===== src/rtl/divider_pkg.sv =====
// Shared types and constants for the sequential restoring divider.
package divider_pkg;

  typedef enum logic [1:0] {IDLE, CALC, DONE} div_state_e;

  localparam int          DIV_STEPS = 32;
  localparam logic [31:0] ERR_QUOT  = 32'hFFFF_FFFF;

  typedef struct packed {
    logic [31:0] q;
    logic [31:0] r;
    logic        div_zero;
    logic        overflow;
  } div_rsp_t;

  // Overflow is only meaningful for a non-zero divisor; div_zero wins otherwise.
  function automatic logic div_ovf(input logic [31:0] a_hi, input logic [31:0] b);
    return (b != 32'd0) && (a_hi >= b);
  endfunction

  function automatic div_rsp_t div_err_rsp(input logic dz, input logic [31:0] a_lo);
    div_rsp_t rsp;
    rsp.q        = ERR_QUOT;
    rsp.r        = a_lo;
    rsp.div_zero = dz;
    rsp.overflow = !dz;
    return rsp;
  endfunction

endpackage


===== src/rtl/divider_step.sv =====
// One combinational restoring-division step: shift in a dividend bit, subtract if it fits.
module divider_step (
  input  logic [32:0] rem_in,
  input  logic        dvd_bit,
  input  logic [31:0] divisor,
  output logic [32:0] rem_out,
  output logic        q_bit
);

  logic [33:0] rem_sh;

  always_comb begin
    rem_sh  = {rem_in, dvd_bit};
    q_bit   = (rem_sh >= {2'b00, divisor});
    rem_out = 33'(q_bit ? (rem_sh - {2'b00, divisor}) : rem_sh);
  end

endmodule


===== src/rtl/divider_sequential.sv =====
// 64/32 iterative unsigned divider, one quotient bit per cycle.
// DIVIDER_FAST_ERR_EN: skip the iteration when div_zero/overflow is known at accept.
module divider_sequential
  import divider_pkg::*;
(
  input  logic        clk,
  input  logic        rst_n,
  input  logic        valid_in,
  input  logic [63:0] a,
  input  logic [31:0] b,
  output logic        ready,
  output logic        valid_out,
  output logic [31:0] q,
  output logic [31:0] r,
  output logic        div_zero,
  output logic        overflow
);

  div_state_e  state_q, state_d;
  logic [4:0]  cnt_q, cnt_d;
  logic [32:0] rem_q, rem_d;
  logic [31:0] dvd_q, dvd_d;    // dividend bits out of the top, quotient bits in at the bottom
  logic [31:0] div_q, div_d;
  logic [31:0] alo_q, alo_d;    // kept for the forced remainder on error
  logic        dz_q, dz_d;
  logic        ov_q, ov_d;
  div_rsp_t    rsp_q, rsp_d;
  logic        valid_out_q, valid_out_d;

  logic [32:0] step_rem;
  logic        step_qbit;
  logic        accept;

  divider_step u_step (
    .rem_in  (rem_q),
    .dvd_bit (dvd_q[31]),
    .divisor (div_q),
    .rem_out (step_rem),
    .q_bit   (step_qbit)
  );

  assign ready  = (state_q == IDLE) || (state_q == DONE);
  assign accept = valid_in && ready;

  always_comb begin
    state_d     = state_q;
    cnt_d       = cnt_q;
    rem_d       = rem_q;
    dvd_d       = dvd_q;
    div_d       = div_q;
    alo_d       = alo_q;
    dz_d        = dz_q;
    ov_d        = ov_q;
    rsp_d       = rsp_q;
    valid_out_d = 1'b0;
    unique case (state_q)
      IDLE, DONE: begin
        if (accept) begin
          dvd_d   = a[31:0];
          alo_d   = a[31:0];
          div_d   = b;
          rem_d   = {1'b0, a[63:32]};
          dz_d    = (b == 32'd0);
          ov_d    = div_ovf(a[63:32], b);
          cnt_d   = 5'd0;
          state_d = CALC;
`ifdef DIVIDER_FAST_ERR_EN
          if (dz_d || ov_d) begin
            state_d     = DONE;
            valid_out_d = 1'b1;
            rsp_d       = div_err_rsp(dz_d, a[31:0]);
          end
`endif
        end else begin
          state_d = IDLE;
        end
      end
      CALC: begin
        rem_d = step_rem;
        dvd_d = {dvd_q[30:0], step_qbit};
        cnt_d = cnt_q + 5'd1;
        if (cnt_q == 5'(DIV_STEPS - 1)) begin
          state_d     = DONE;
          valid_out_d = 1'b1;
          if (dz_q || ov_q) rsp_d = div_err_rsp(dz_q, alo_q);
          else              rsp_d = '{q: dvd_d, r: rem_d[31:0], div_zero: 1'b0, overflow: 1'b0};
        end
      end
      default: state_d = IDLE;
    endcase
  end

  always_ff @(posedge clk or negedge rst_n) begin
    if (!rst_n) begin
      state_q     <= IDLE;
      cnt_q       <= '0;
      rem_q       <= '0;
      dvd_q       <= '0;
      div_q       <= '0;
      alo_q       <= '0;
      dz_q        <= 1'b0;
      ov_q        <= 1'b0;
      rsp_q       <= '0;
      valid_out_q <= 1'b0;
    end else begin
      state_q     <= state_d;
      cnt_q       <= cnt_d;
      rem_q       <= rem_d;
      dvd_q       <= dvd_d;
      div_q       <= div_d;
      alo_q       <= alo_d;
      dz_q        <= dz_d;
      ov_q        <= ov_d;
      rsp_q       <= rsp_d;
      valid_out_q <= valid_out_d;
    end
  end

  assign valid_out = valid_out_q;
  assign q         = rsp_q.q;
  assign r         = rsp_q.r;
  assign div_zero  = rsp_q.div_zero;
  assign overflow  = rsp_q.overflow;

endmodule

===== config.mk =====
export PLATFORM = sky130hd
export DESIGN_NAME = divider_sequential
export DESIGN_NICKNAME = d
export VERILOG_FILES = /design/src/rtl/divider_pkg.sv /design/src/rtl/divider_step.sv /design/src/rtl/divider_sequential.sv
export SDC_FILE = /design/constraint.sdc
export NUM_CORES = 1
export LEC_CHECK = 0
export ABC_AREA = 1
export BUFFER_PORTS_ARGS = -buffer_cell sky130_fd_sc_hd__buf_2
export CAP_MARGIN = 20
export CORE_ASPECT_RATIO = 1.2
export CORE_UTILIZATION = 53
export DETAILED_ROUTE_END_ITERATION = 10
export PLACE_DENSITY = 0.79
export SLEW_MARGIN = 30
export SYNTH_ARGS = -nofsm -noshare
export SYNTH_HDL_FRONTEND = slang
export SYNTH_SLANG_ARGS = --single-unit

===== constraint.sdc =====
create_clock -name clk -period 2.1 [get_ports clk]
set_input_delay 0.105 -clock clk [delete_from_list [all_inputs] [get_ports clk]]
set_output_delay 0.105 -clock clk [all_outputs]
set_load 0.005 [all_outputs]

==> summary.md <==
| Metric | Value |
|---|---|
| Violated checks | `setup timing` |
| Area of the multi-input gates | `around 0.0072 mm^2` |
| PD cells | `1981 mW/mm^2` |
| Area overhead of the layout relative to synthesis | `46.79%` |
| Most common cell on crit path | `nand2_2` |
| Maximum number of pins on one net before global-route repair | `58` |
| GPL Wtd Cong | `~0.93` |
| Die Outline Area | `0.02372 mm^2` |
| Unrepaired setup endpoints after global routing | `true` |
| Startpoint type of the worst setup path | `flip-flop` |
| Violation count after the first detailed-routing iteration | `986` |
| GR Overflow Total | `0` |
| DR WL/cell | `18.20 um` |
| Share of cells above drive strength 1 | `0.3169` |
| IO buf count | `~170` |
| Number of diodes added for antenna fixing | `0` |
| First-pass GRT wire length | `68210 um` |
| Count of cell types in the netlist | `just over 40` |
| FILL cells | `1469` |
| Cell depth of the worst flop-to-flop path | `16` |
| Max Freq | `approximately 440 MHz` |
| Detailed-route DRC error count | `0` |
| Run status | `finished with violations` |
| Sequential cell area | `roughly 0.0051 mm^2` |
| Worst-Margin Slew | `approximately 0.65 ns` |
| Max Clock Skew | `between 0.02 and 0.025 ns` |
| Worst flop-to-flop path endpoint | `r[5]` |
| Most frequent standard cell in the layout excluding fill and tap cells | `nand2_1` |
| Starting Density | `0.5438` |
| Cell-by-cell listing of the critical path | `inv_2, ha_4, nand2_1, nand2_2, nand2_1, nand2_2, a21oi_4, nand2_2, nor2_8, buf_12, nand2_8, buf_12, nand2_2, nand2_2, o21ai_1, nand2_1` |
| Endpoints failing hold | `0` |
| Biggest cell delay along the critical path | `0.40 ns` |
| Register bit count reported by yosys | `about 210` |
| Final Critical Period | `about 2.3 ns` |
| Final period util | `1.072` |
| Setup ws final | `-0.1520 ns` |
| Critical-path maximum fanout | `8` |
| Fin nets | `2276` |
| Data arrival at the endpoint of the critical path | `2.65 ns` |
| Relative max-transition margin | `0.5681` |
| TritonCTS clock tree | `built` |
| Total number of clock tree sinks | `205` |
| Number of max-slew violations in the final report | `0` |
| Final wirelength | `43740 um` |
| Via/cell ratio | `5.484` |
| Per-instance average area after synthesis | `7.316 um^2` |
| H-tree Lvls | `1` |
| WP data required | `2.50 ns` |
| CP endpoint kind | `flip-flop` |
| Register-to-register setup slack | `-0.15 ns` |
| Antenna Violating Nets Remaining | `0` |
| Class of the worst hold path | `in2async` |
| Reg clk slew, reported paths | `roughly 0.07 ns` |
| Vias | `13178` |
| Leakage power figure | `~9.1 nW` |
| Num ports | `167` |
| Total global-route track usage | `0.3693` |
| Warning count from the yosys run | `0` |
| Startpoint of the worst register-to-register path | `div_q[27]` |
| Worst skew pair latency | `approximately 0.52 ns` |
| Peak supply drop | `1129 uV` |
| TritonCTS buffer count | `23` |
| Pre-CTS worst setup slack | `-0.2963 ns` |
| Placement row count | `60` |
| Worst-path cell with the longest stage delay | `dfrtp_1` |
| Floorplan die width | `around 140 um` |
| Clock Root Buffer | `clkbuf_16` |
| Die Ht | `168.5 um` |
| Number of detailed-route iterations in the first pass | `5` |
| Max-cap violations | `0` |
| Cells after Synth | `approximately 1700` |
| Number of antenna violations at the first check in global routing | `0` |
| Nets in the synthesized netlist | `1840` |
| DP Wirelength | `roughly 29000 um` |
| Post-Synthesis Cell Area | `0.01225 mm^2` |
| Most frequent cells in the layout | `nand2_1, inv_1, dfrtp_1` |
| Longest Clk Path Bufs | `3` |
| Core box area | `0.02252 mm^2` |
| Hold Slack | `0.1168 ns` |
| Via count of the first global-routing pass | `13190` |
| Register area share after synthesis | `0.4189` |
| Number of setup violations in the final report | `66` |
| Critical Setup Path Class | `reg2reg` |
-- worst max-delay path, delay by kind of cell (launching register included) --
family	cells	cell delay (ns)
AND/OR/NAND/NOR	10	0.81
flip-flops	1	0.40
buffers and inverters	3	0.38
AO/OA/AOI/OAI	2	0.30
adder cells (fa/ha/maj)	1	0.21
-- area by class of cell --
cell class / count / share of cell area
Clock buffer: 30 / 0.03570
Clock inverter: 9 / 0.004802
Timing Repair Buffer: 468 / 0.2016
Tap cell: 279 / 0.01942
Sequential cell: 205 / 0.2855
Inverter: 246 / 0.05164
Multi-Input combinational cell: 1166 / 0.4013
-- cells in the mapped netlist (all sizes together) --
cell type  number  share of area
nor4            5         0.0026
nor2           56          0.021
o21ai          91          0.037
fa              1         0.0016
xor2           15          0.011
clkinv          1        0.00031
nand4          13         0.0066
nand3b          8         0.0049
a21oi          71          0.030
nand3         150          0.068
a41oi           1        0.00072
a22o            2         0.0014
dfrtp         205           0.42
and2            7         0.0036
o22a           29          0.021
o211ai          6         0.0037
o22ai           2         0.0010
nor3           11         0.0049
nand2         625           0.20
buf            13         0.0062
clkbuf         45          0.014
ha             66          0.067
a21o            1        0.00061
a2bb2oi         2         0.0014
o21a            1        0.00061
o221ai          2         0.0014
inv           245          0.075
-- stage by stage --
step / total power [mW] / util / std cells / TNS, ns / area, um^2
CTS: 33.02 / 0.7717 / 2393 / -4.313 / 17380
global placement: 24.87 / 0.6458 / 2223 / -12.59 / 14540
floorplan: 17.62 / - / 1674 / 0 / 12250
finish: 35.62 / 0.7982 / 2403 / -6.216 / 17980
detailed placement: 25.33 / 0.6458 / 2223 / -14.71 / 14540
global route: 37.97 / 0.7982 / 2403 / -13.36 / 17980
-- worst max path at each step --
| stage | depth (start not counted) | endpoint | startpoint |
|---|---|---|---|
| floorplan | 15 | r[9] | dvd_q[31] |
| detailed placement | 14 | r[30] | rem_q[24] |
| global placement | 14 | r[30] | rem_q[24] |
| finish | 16 | r[5] | div_q[27] |
| CTS | 16 | rem_q[6] | rem_q[18] |
| global route | 15 | rem_q[23] | rem_q[9] |
-- power breakdown --
| group | switching [mW] | internal, mW |
|---|---|---|
| Clock | 1.67 | 2.28 |
| Sequential | 1.13 | 5.65 |
| Combinational | 14.3 | 10.6 |
| Total | 17.1 | 18.5 |
-- routing by layer --
layer  wire length, um  GRT usage
met4              1766     0.1432
met3              3121    0.05884
met5                 0          0
met2             21340     0.6353
met1             17520     0.4663
-- flip-flops by register name, indices dropped and copies added, names as in the netlist, 2 cells and up --
register	cells
alo_q	32
rem_q	33
dvd_q	32
r	32
state_q	2
cnt_q	5
div_q	32
q	32
-- cells by family after synthesis --
logic type / count (synthesis) / share of synthesized area
DFF: 205 / 0.4189
adders and majority gates: 67 / 0.06906
buffers and inverters: 304 / 0.09542
xor gates and xnor gates: 15 / 0.01073
and+or+nand+nor: 875 / 0.3071
AOI/OAI and AO/OA: 208 / 0.09880
-- what timing repair did --
| item | 4_1_cts | 5_1_grt |
|---|---|---|
| gates cloned | 4 | 0 |
| endpoints found under the hold margin | 236 | 0 |
| buffers inserted | 29 | 12 |
| pin swaps | 56 | 61 |
| hold buffers | 98 | 0 |
| setup endpoints to repair | 67 | 69 |
| resized for setup | 176 | 114 |
(Power assumes the default switching activity.)
